===== src/rtl/uart_tx_frame.sv =====
// UART transmit framer/serializer: start bit, DATA_BITS data bits, optional parity,
// one or two stop bits; valid/ready handshake allows back-to-back frames on the baud clock.
module uart_tx_frame #(
   parameter int DATA_BITS   = 8,
   parameter int PARITY_MODE = 0,
   parameter int STOP_BITS   = 1,
   parameter int MSB_FIRST   = 0
) (
   input  logic                 baud_clk,
   input  logic                 rst_n,
   input  logic                 tx_valid,
   input  logic [DATA_BITS-1:0] tx_data,
   output logic                 tx_ready,
   output logic                 data_tx,
   output logic                 active_flag,
   output logic                 done_flag
);

   typedef enum logic [2:0] {
      ST_IDLE   = 3'd0,
      ST_START  = 3'd1,
      ST_DATA   = 3'd2,
      ST_PARITY = 3'd3,
      ST_STOP   = 3'd4
   } state_t;

   localparam logic [3:0] LP_LAST_DATA = 4'(DATA_BITS - 1);
   localparam logic [3:0] LP_LAST_STOP = 4'(STOP_BITS - 1);
   localparam logic       LP_HAS_PAR   = (PARITY_MODE != 0);
   localparam logic       LP_ONE_STOP  = (STOP_BITS == 1);

   state_t                r_state;
   logic [DATA_BITS-1:0]  r_shift;
   logic [3:0]            r_bit_cnt;
   logic                  r_parity;
   logic                  r_tx;
   logic                  r_ready;
   logic                  r_active;
   logic                  r_done;
   logic                  w_accept;

   // The shift register always shifts right; MSB-first order is handled by reversing on load.
   function automatic logic [DATA_BITS-1:0] f_order(input logic [DATA_BITS-1:0] d);
      logic [DATA_BITS-1:0] v;
      for (int i = 0; i < DATA_BITS; i++) begin
         v[i] = (MSB_FIRST != 0) ? d[DATA_BITS-1-i] : d[i];
      end
      return v;
   endfunction

   function automatic logic f_parity(input logic [DATA_BITS-1:0] d);
      logic p;
      p = ^d;
      return (PARITY_MODE == 2) ? ~p : p;
   endfunction

   assign w_accept    = tx_valid & r_ready;
   assign tx_ready    = r_ready;
   assign data_tx     = r_tx;
   assign active_flag = r_active;
   assign done_flag   = r_done;

   always_ff @(posedge baud_clk or negedge rst_n) begin
      if (!rst_n) begin
         r_state   <= ST_IDLE;
         r_shift   <= '0;
         r_bit_cnt <= '0;
         r_parity  <= 1'b0;
         r_tx      <= 1'b1;
         r_ready   <= 1'b1;
         r_active  <= 1'b0;
         r_done    <= 1'b0;
      end else begin
         r_done <= 1'b0;
         if (w_accept) begin
            // Accepting edge: start bit goes out for the next cycle, payload is frozen here.
            r_state   <= ST_START;
            r_shift   <= f_order(tx_data);
            r_parity  <= f_parity(tx_data);
            r_bit_cnt <= '0;
            r_tx      <= 1'b0;
            r_ready   <= 1'b0;
            r_active  <= 1'b1;
         end else begin
            case (r_state)
               ST_IDLE: begin
                  r_tx     <= 1'b1;
                  r_ready  <= 1'b1;
                  r_active <= 1'b0;
               end
               ST_START: begin
                  r_state   <= ST_DATA;
                  r_tx      <= r_shift[0];
                  r_shift   <= r_shift >> 1;
                  r_bit_cnt <= '0;
               end
               ST_DATA: begin
                  if (r_bit_cnt == LP_LAST_DATA) begin
                     r_bit_cnt <= '0;
                     if (LP_HAS_PAR) begin
                        r_state <= ST_PARITY;
                        r_tx    <= r_parity;
                     end else begin
                        r_state <= ST_STOP;
                        r_tx    <= 1'b1;
                        r_ready <= LP_ONE_STOP;
                        r_done  <= LP_ONE_STOP;
                     end
                  end else begin
                     r_bit_cnt <= r_bit_cnt + 4'd1;
                     r_tx      <= r_shift[0];
                     r_shift   <= r_shift >> 1;
                  end
               end
               ST_PARITY: begin
                  r_state   <= ST_STOP;
                  r_bit_cnt <= '0;
                  r_tx      <= 1'b1;
                  r_ready   <= LP_ONE_STOP;
                  r_done    <= LP_ONE_STOP;
               end
               ST_STOP: begin
                  r_tx <= 1'b1;
                  if (r_bit_cnt == LP_LAST_STOP) begin
                     r_state   <= ST_IDLE;
                     r_bit_cnt <= '0;
                     r_ready   <= 1'b1;
                     r_active  <= 1'b0;
                  end else begin
                     r_bit_cnt <= r_bit_cnt + 4'd1;
                     if ((r_bit_cnt + 4'd1) == LP_LAST_STOP) begin
                        r_ready <= 1'b1;
                        r_done  <= 1'b1;
                     end
                  end
               end
               default: begin
                  r_state   <= ST_IDLE;
                  r_bit_cnt <= '0;
                  r_tx      <= 1'b1;
                  r_ready   <= 1'b1;
                  r_active  <= 1'b0;
               end
            endcase
         end
      end
   end

endmodule


===== config.mk =====
export PLATFORM = sky130hd
export DESIGN_NAME = uart_tx_frame
export DESIGN_NICKNAME = d
export VERILOG_FILES = /design/src/rtl/uart_tx_frame.sv
export SDC_FILE = /design/constraint.sdc
export NUM_CORES = 1
export LEC_CHECK = 0
export BUFFER_PORTS_ARGS = -buffer_cell sky130_fd_sc_hd__buf_2
export CAP_MARGIN = 20
export CELL_PAD_IN_SITES_DETAIL_PLACEMENT = 1
export CELL_PAD_IN_SITES_GLOBAL_PLACEMENT = 1
export CORE_UTILIZATION = 46
export CTS_CLUSTER_SIZE = 14
export DETAILED_ROUTE_END_ITERATION = 12
export GPL_TIMING_DRIVEN = 0
export PLACE_DENSITY_LB_ADDON = 0.08
export SYNTH_ARGS = -nofsm -noshare
export SYNTH_HDL_FRONTEND = slang
export SYNTH_SLANG_ARGS = --single-unit

===== constraint.sdc =====
create_clock -name baud_clk -period 4.96 [get_ports baud_clk]
set_input_delay 0.496 -clock baud_clk [delete_from_list [all_inputs] [get_ports baud_clk]]
set_output_delay 0.496 -clock baud_clk [all_outputs]
set_load 0.005 [all_outputs]

* After elaboration in Yosys (flattened, before gate mapping)
Index checks and enable logic that the tools add are counted.
Word-level totals: input port bits 11, word-level logic and storage cells 57, bits in registers 19, output and inout bits 4
Cells by class: $add $sub $neg 1, multiplexer cells 27, reductions and logical operators 9, equality and inequality tests 12, bitwise operators 1
Operators by type and width (number):
- $mux W8 | 2
- $pmux W8 S2 | 1
- $pmux W3 S5 | 1
- $mux W1 | 12
- $mux W4 | 3
- $pmux W4 S3 | 1
- $mux W3 | 3
- $ne A3 B3 Y1 const B | 3
- $logic_not A4 Y1 | 2
- $eq A3 B2 Y1 const B | 2
- $pmux W1 S3 | 2
- $reduce_and A3 Y1 | 2
- $add A4 B1 Y4 const B | 1
- $eq A4 B3 Y1 const B | 1
- $ne A2 B2 Y1 const B | 2
- $ne A4 B4 Y1 const B | 1
- $pmux W1 S2 | 2
- $reduce_and A2 Y1 | 2
- $eq A3 B1 Y1 const B | 1
- $eq A3 B3 Y1 const B | 1
- $logic_not A3 Y1 | 1
- $reduce_bool A3 Y1 | 1
- $reduce_or A3 Y1 | 1
- $ne A2 B1 Y1 const B | 1
- $and A1 B1 Y1 | 1

* Depth between registers and ports, before layout
Gate-level depths: netlist of the first run.
depth in word-level cells 6, mapped depth 6, gate-level depth less buffers 6

* Worst setup path before layout of the first run
Ideal clock, no wire load.
path type register to register, start point register r_bit_cnt[0], end point register r_bit_cnt[1], cell stages (with the launch flop) 7, required time 4.838 ns, path buffers 0, data arrival time 1.449 ns, period minus slack after synthesis 1.570 ns, slack 3.390 ns, library setup time 0.122 ns, path through dfrtp_1 inv_1 ha_1 or3b_1 nand3_1 o21ai_1 a32o_1
On the way: longest elaborated chain between the ends 4, elaborated cells between the ends (all ways) 7, those cells by class add/sub: 1; eq/ne: 1; mux: 4; reduce/logical: 1
Ends and longest elaborated chain:
- from (decl) | line 34 | logic [3:0] r_bit_cnt;
- from (signal assigned) | line 110 | r_bit_cnt <= r_bit_cnt + 4'd1;
- from (signal assigned) | line 130 | r_bit_cnt <= r_bit_cnt + 4'd1;
- $add A4 B1 Y4 (tied with other cells) | line 110, 130
- $mux W4 (on tied branches) | line 124, 98
- $pmux W4 S3 * | line 85 | case (r_state)
- $mux W4 * | line 75 | if (w_accept) begin
Every way passes the cells marked *; elsewhere a longest branch is shown, timed or not. A chain may end at the register's enable or synchronous reset.

* Worst setup path after layout of the first run
Same ends and word-level chain as after synthesis.

==> results of run 1 <==
[layout make-up]
cell class	count	area [um^2]
clock buffer	4	26.3
inverter	5	18.8
buffer	5	25.0
tap	27	33.8
multi-input combinational	75	522
sequential	19	478
fill	247	868
timing repair buffer	14	70.1
[state kept, by name (all words and copies together), names as in the netlist]
signal,flops
r_shift,8
r_bit_cnt,4
r_state,3
active_flag,1
data_tx,1
done_flag,1
tx_ready,1
[worst max-delay path, cell delays in order (launching register included)]
cell and delay (ns):
dfrtp_1 0.49, inv_1 0.10, ha_1 0.14, or3b_1 0.38, nand3_1 0.16, o21ai_1 0.15, a32o_1 0.29
[how the worst min path moves through the flow]
| stage | cells after the start | slack, ns | to |
|---|---|---|---|
| 2_1_floorplan | 0 | 0.20 | active_flag |
| 3_3_place_gp | 1 | 0.46 | done_flag |
| 3_5_place_dp | 1 | 0.46 | active_flag |
| 4_1_cts | 1 | 0.12 | active_flag |
| 5_1_grt | 1 | 0.14 | active_flag |
| 6_report | 1 | 0.12 | r_state[2] |
[synthesized netlist by cell type, drive strengths merged, types with 2 or more instances]
library cell | count | area, um^2
nor2 | 5 | 18.8
nand2 | 19 | 71.3
o211ai | 7 | 87.6
ha | 3 | 37.5
nor3 | 2 | 10.0
nand3 | 3 | 15.0
or3b | 2 | 17.5
dfrtp | 17 | 425
a32oi | 7 | 61.3
a32o | 2 | 20.0
dfstp | 2 | 52.6
nor2b | 2 | 12.5
o21ai | 4 | 20.0
inv | 5 | 18.8
clkbuf | 2 | 7.51
buf | 3 | 17.5
a21oi | 4 | 20.0
[cells by family (layout without fill, tap and decap cells)]
logic type	count (synthesis)	count (layout)	share of synthesized area, %
and+or+nand+nor	38	38	17.3
xor gates and xnor gates	1	1	0.839
DFF	19	19	45.8
muxes	1	1	0.959
adders and majority gates	3	3	3.60
buffers and inverters	10	28	4.20
AOI/OAI and AO/OA	32	32	27.3
[per-layer routing]
layer / up-vias / GRT usage, % / share of wire [%]
met4: 0 / 7.14 / 0.43
met5: - / 0 / 0
li1: 421 / - / -
met1: 424 / 29.8 / 50
met3: 2 / 3.70 / 2.4
met2: 13 / 36.0 / 47
[power by group]
part	internal, mW	switching, mW	leakage [nW]
logic	0.106	0.153	0.284
registers	0.217	0.0548	0.242
clock network	0.0313	0.0486	0.0150
[per-stage QoR]
step / utilization (%) / hold WS (ns) / power (mW) / cell area, um^2
floorplan: - / 0.200 / 0.452 / 1040
finish: 57.5 / 0.118 / 0.611 / 1170
detailed placement: 56.2 / 0.457 / 0.533 / 1150
global route: 57.5 / 0.143 / 0.663 / 1170
global placement: 56.2 / 0.460 / 0.519 / 1150
CTS: 57.5 / 0.118 / 0.615 / 1170
==> summary.md, run 1 <==
| Metric | Value |
|---|---|
| Die extent in x | `49.6 um` |
| CTS tree | `yes` |
| Clock-pin transition on the worst setup and hold timing paths | `0.11 ns` |
| Post-route minimum period | `1.81 ns` |
| Fraction of registers with async set/reset | `100%` |
| Yosys warnings | `0` |
| Run status | `finished, final reports clean` |
| Post-synth EDFFs | `0` |
| Aggregate routed wire length | `~2300 um` |
| Launch point of the worst reg-to-reg path | `r_bit_cnt[0]` |
| Most frequent cells in the layout | `19 x nand2_1, 17 x dfrtp_1, 16 x buf_2` |
| Maximum clock frequency | `0.554 GHz` |
| Gp weighted congestion | `0.785` |
| Power Density | `521 nW/um^2` |
| Synthesis-to-finish area growth | `12.5%` |
| Slew Viols, Final | `0` |
| Number of vias in the routed layout | `860` |
| Input/output buffers | `14` |
| Vias in the first global route | `926` |
| Distinct cell type count of the synthesized netlist | `34` |
| Pin count of the biggest net entering global routing | `20` |
| Final-report hold violation count | `0` |
| Total clock sinks | `19` |
| Post-CTS Hold Fix Bufs | `0` |
| Setup ws final | `3.15 ns` |
| Maximum fanout along the worst path | `8` |
| Instance count of the mapped netlist | `104` |
| Nets in the synthesized netlist | `~120` |
| Die extent in y | `49.6 um` |
| Die area | `approximately 2500 um^2` |
| Total global-route track usage | `22.2%` |
| Data required time at the worst endpoint | `5.16 ns` |
| Root cell of the clock tree | `clkbuf_4` |
| Vias/cell | `slightly below 6` |
| Row Count | `16` |
| Final setup TNS | `0 ns` |
| Worst Skew | `between 0.004 and 0.005 ns` |
| Least-Margin Pin Slew | `0.682 ns` |
| Share of final-layout standard cells stronger than drive strength 1 | `26.2%` |
| Boundary Pins | `15` |
| Worst R2R Setup Slack | `between 3 and 4 ns` |
| Drt wl/cell | `15.7 um` |
| Max-cap viol count | `0` |
| Starting DRT DRC Count | `8` |
| Sequential fraction of the synthesis area | `45.8%` |
| Commonest non-fill, non-tap cell in the layout | `nand2_1` |
| Portion of the clock cycle consumed by the worst path in the final layout | `36.4%` |
| Register bit count reported by yosys | `19` |
| Peak supply drop | `approximately 0.00029 V` |
| Final routed DRC violation total | `0` |
| Number of search-and-repair iterations in the first detailed-routing pass | `4` |
| Crit Reg-Reg Endpoint | `r_bit_cnt[1]` |
| Cts bufs inserted | `3` |
| Number of placed instances, taps included | `around 150` |
| Longest Clk Path Bufs | `2` |
| Floorplan Core Area | `2040 um^2` |
| Number of buffers inserted by post-CTS setup repair | `0` |
| Final antenna-violating net count | `0` |
| Crit start category | `register` |
| Initial antenna violation count | `0` |
| First-pass GRT wire length | `4110 um` |
| Worst Path Arrival | `2.00 ns` |
| NumNets Final | `around 140` |
| Worst setup path class | `reg -> reg` |
| Path type of the worst min-delay path | `in -> async` |
| Max-slew headroom | `54.5%` |
| Worst reg2reg path depth | `6` |
| RSZ-0062 raised after global routing | `no` |
| Aggregate global routing overflow | `0` |
| Last element of the critical path | `r_bit_cnt[1]` |
| H-Tree Level Count | `1` |
| Initial core utilization | `51.1%` |
| Number of diodes | `0` |
| Leakage power total | `between 0.5 and 0.6 nW` |
| Critical Path Sink Type | `register` |
| Post-synthesis instance area | `1040 um^2` |
| Resized cells post-CTS | `0` |
| Number of standard cells in the layout, taps in and fillers out | `149` |
| Launching instance or port of the critical path | `r_bit_cnt[0]` |
| Clock latency of the later-clocked register in the worst-skew pair | `0.30 ns` |
| Pre-CTS setup slack | `3.19 ns` |
| Half-perimeter wire length after detailed placement | `1720 um` |
| Post-Synthesis Mean Instance Area | `10.0 um^2` |
| Prevailing post-synth register cell | `dfrtp_1` |
| Setup violation total in the final timing report | `0` |
Note: power is estimated with default switching activity, not from simulation.
==> run 2, diff against run 1 <==
Settings changed: ABC_AREA from default to 1, CORE_UTILIZATION 46 to 36.
Clock period 4.96 ns to 1.55 ns, I/O delays scaled along.
==> run 2 against run 1 <==
  * Register-to-register slack got worse by 3.0 ns
  * Die area increased by 26%
  * Power increased to 3.0 times the previous value
  * Area after synthesis decreased by 0.12%
  * Combinational power increased to 3.1 times the previous value
  * Global-route usage decreased by 4.2 points
  * Non-clock buffer count unchanged
  * First-iteration DRC count increased by 38%
  * Sequential cell count unchanged
  * Core utilization decreased by 13 points
  * Critical path depth increased by 2
  * Design area increased by 3.4%
==> summary.md, run 2 <==
| Metric | Value |
|---|---|
| Input/output buffers | `14 (unchanged)` |
| Post-synthesis instance area | `1040 um^2 (-0.12%)` |
| Max-cap viol count | `0 (unchanged)` |
| Boundary Pins | `15 (unchanged)` |
| Number of standard cells in the layout, taps in and fillers out | `198 (+33%)` |
| Initial antenna violation count | `0 (unchanged)` |
| Drt wl/cell | `12.6 um (-20%)` |
| End of the worst hold path | `r_shift[7]` |
| Half-perimeter wire length after detailed placement | `1830 um (+6.8%)` |
| Number of diodes | `0 (unchanged)` |
| Worst reg2reg path depth | `8 (+2)` |
| Most area-consuming cells after synthesis | `dfrtp_1 41%, nand2_1 18%, inv_1 7.9%` |
| Worst setup path class | `reg -> reg` |
| Path type of the worst min-delay path | `in -> reg` |
| NumNets Final | `182 (+33%)` |
| Vias in the first global route | `1011 (+9.2%)` |
| Data required time at the worst endpoint | `1.74 ns (-3.42 ns)` |
| Starting DRT DRC Count | `11 (+3)` |
| Uppermost layer routed | `met4` |
| Yosys warnings | `0 (unchanged)` |
| Clock-pin transition on the worst setup and hold timing paths | `0.12 ns (about the same)` |
| First-pass GRT wire length | `4330 um (+5.4%)` |
| Worst Skew | `0.0113 ns (+0.00688 ns)` |
| Register bit count reported by yosys | `19 (unchanged)` |
| Root cell of the clock tree | `clkbuf_4` |
| Total clock sinks | `19 (unchanged)` |
| Final setup TNS | `0 ns (unchanged)` |
| Number of vias in the routed layout | `951 (+11%)` |
| Regs by FF count | `r_shift x8, r_bit_cnt x4, r_state x3` |
| Post-synth EDFFs | `0 (unchanged)` |
| Commonest non-fill, non-tap cell in the layout | `nand2_1` |
| Number of search-and-repair iterations in the first detailed-routing pass | `4 (unchanged)` |
| Number of flip-flops in the largest register | `8 (unchanged)` |
| Aggregate global routing overflow | `0 (unchanged)` |
| Maximum fanout along the worst path | `4 (-4)` |
| Die extent in x | `55.8 um (+12%)` |
| WHS Path Cells | `3` |
| Distinct cell type count of the synthesized netlist | `21 (-38%)` |
| Final antenna-violating net count | `0 (unchanged)` |
| Number of placed instances, taps included | `190 (+31%)` |
| H-Tree Level Count | `1 (unchanged)` |
| Die extent in y | `55.8 um (+12%)` |
| Vias/cell | `4.80 (-17%)` |
| WL met3 | `66 um (+16%)` |
| Most common cell in the synthesized netlist | `nand2_1` |
| Peak supply drop | `0.000589 V (+100%)` |
| Fraction of registers with async set/reset | `100% (unchanged)` |
| Worst Path Arrival | `1.62 ns (-0.38 ns)` |
| Max-slew headroom | `65.9% (+11 points)` |
| Final routed DRC violation total | `0 (unchanged)` |
| Met2 WL | `1240 um (+12%)` |
| Critical Path Sink Type | `register` |
| Floorplan Core Area | `2760 um^2 (+35%)` |
| Row Count | `19 (+3)` |
| RSZ-0062 raised after global routing | `no` |
| Aggregate routed wire length | `2500 um (+6.7%)` |
| Instance count of the mapped netlist | `145 (+39%)` |
| Crit start category | `register` |
| Nets in the synthesized netlist | `159 (+35%)` |
| Post-Synthesis Mean Instance Area | `7.19 um^2 (-28%)` |
| Top cell type by total area after synthesis | `dfrtp_1` |
| Cts bufs inserted | `3 (unchanged)` |
| Post-route minimum period | `1.42 ns (-0.381 ns)` |
| Least-Margin Pin Slew | `0.508 ns (-0.174 ns)` |
| Longest Clk Path Bufs | `2 (unchanged)` |
| Worst R2R Setup Slack | `0.13 ns (-3.03 ns)` |
| Top cells by instance count after synthesis | `50 x nand2_1, 22 x inv_1, 17 x dfrtp_1, 17 x nor2_1, 10 x o21ai_0` |
| Filler cell count in the final layout | `364 (+47%)` |
| Gp weighted congestion | `0.764 (-2.6%)` |
| Maximum clock frequency | `0.702 GHz (+27%)` |
| Run status | `finished, final reports clean` |
| Synthesis-to-finish area growth | `16.4%` |
| Yosys top cell area share | `40.8% (+0.049 points)` |
| Power Density | `1510 nW/um^2 (+190%)` |
| Beginning of the worst hold path | `tx_data[7]` |
| Launch point of the worst reg-to-reg path | `r_bit_cnt[0]` |
| Prevailing post-synth register cell | `dfrtp_1` |
| Share of final-layout standard cells stronger than drive strength 1 | `21.6% (-4.7 points)` |
| Met1 wire length | `1180 um (+1.0%)` |
| Final-report hold violation count | `0 (unchanged)` |
| Sequential fraction of the synthesis area | `45.9% (+0.055 points)` |
| Setup violation total in the final timing report | `0 (unchanged)` |
| Pin count of the biggest net entering global routing | `20 (unchanged)` |
| CTS tree | `yes` |
| Most frequent cells in the layout | `50 x nand2_1, 22 x inv_1, 17 x nor2_1` |
| Slew Viols, Final | `0 (unchanged)` |
| Largest reg by FF count | `r_shift` |
| Portion of the clock cycle consumed by the worst path in the final layout | `91.9% (+55 points)` |
| Initial core utilization | `37.8% (-13 points)` |
| Clock latency of the later-clocked register in the worst-skew pair | `0.30 ns (about the same)` |
| Total global-route track usage | `18.0% (-4.2 points)` |
| Die area | `3110 um^2 (+26%)` |
| Crit Reg-Reg Endpoint | `r_bit_cnt[3]` |
| Leakage power total | `0.687 nW (+27%)` |
-- run 2: cell types whose count changed after synthesis, moves of 3 or more --
cell / change
nand2_1: +31
inv_1: +18
nor2_1: +12
o21ai_0: +10
a32oi_1: -7
o211ai_2: -7
a21oi_1: -3
nand2_2: +3
-- run 2: kinds of logic after synthesis --
logic type	Yosys count	share of synthesized area, %
AO/OA/AOI/OAI	14	6.96
AND/OR/NAND/NOR	81	32.8
flip-flops	19	45.9
adder cells (fa/ha/maj)	3	3.60
buffers and inverters	28	10.8
-- run 2: layout make-up --
type / instances / area (um^2) / share of cell area (%)
repair buffers: 17 / 95.1 / 7.84
plain buffers: 2 / 12.5 / 1.03
multi-input cells: 99 / 458 / 37.7
flip-flops and latches: 19 / 480 / 39.6
clock buffers: 4 / 26.3 / 2.16
inverters: 26 / 103 / 8.45
well taps: 31 / 38.8 / 3.20
-- run 2: worst max-delay path by stage --
stage                       from      endpoint  slack (ns)  cells past startpoint
floorplan           r_bit_cnt[0]    r_shift[4]        0.29                      9
global placement    r_bit_cnt[0]    r_shift[3]        0.14                      9
detailed placement  r_bit_cnt[0]    r_shift[3]        0.07                      9
CTS                 r_bit_cnt[0]    r_shift[0]        0.06                      9
global route        r_bit_cnt[0]    r_shift[2]       0.006                      9
finish              r_bit_cnt[0]  r_bit_cnt[3]        0.13                      8
-- run 2: layer usage --
metal	GRT usage (%)	up-vias
li1	-	480
met1	22.1	457
met2	31.7	12
met3	2.09	2
met4	7.50	0
met5	0	-
-- run 2: per-stage QoR --
stage	hold WS (ns)	setup slack [ns]	area, um^2	power (mW)	util [%]
3_5_place_dp	0.133	0.0704	1150	1.55	41.7
5_1_grt	0.0620	0.00569	1210	2.03	44.0
6_report	0.0577	0.126	1210	1.84	44.0
3_3_place_gp	0.129	0.138	1150	1.51	41.7
4_1_cts	0.0529	0.0570	1190	1.82	43.1
2_1_floorplan	-0.141	0.292	1040	1.31	-
-- run 2: what timing repair did --
action	CTS	global route
gates resized for setup	0	3
endpoints found under the hold margin	17	0
setup endpoints to repair	0	8
hold buffers	1	0
setup buffers	0	2
-- run 2: critical path, stage by stage (launching register included) --
cell and delay [ns]:
dfrtp_2 0.44, buf_4 0.15, inv_1 0.07, ha_1 0.15, nand3_1 0.11, nand3_1 0.15
nand2_1 0.12, nand2_1 0.09, nand2_1 0.05
-- run 2: report_power, final --
group / switching (mW) / leakage [nW] / internal [mW]
combinational: 0.509 / 0.432 / 0.284
clock: 0.158 / 0.0150 / 0.100
sequential: 0.0970 / 0.239 / 0.688
total: 0.764 / 0.687 / 1.07
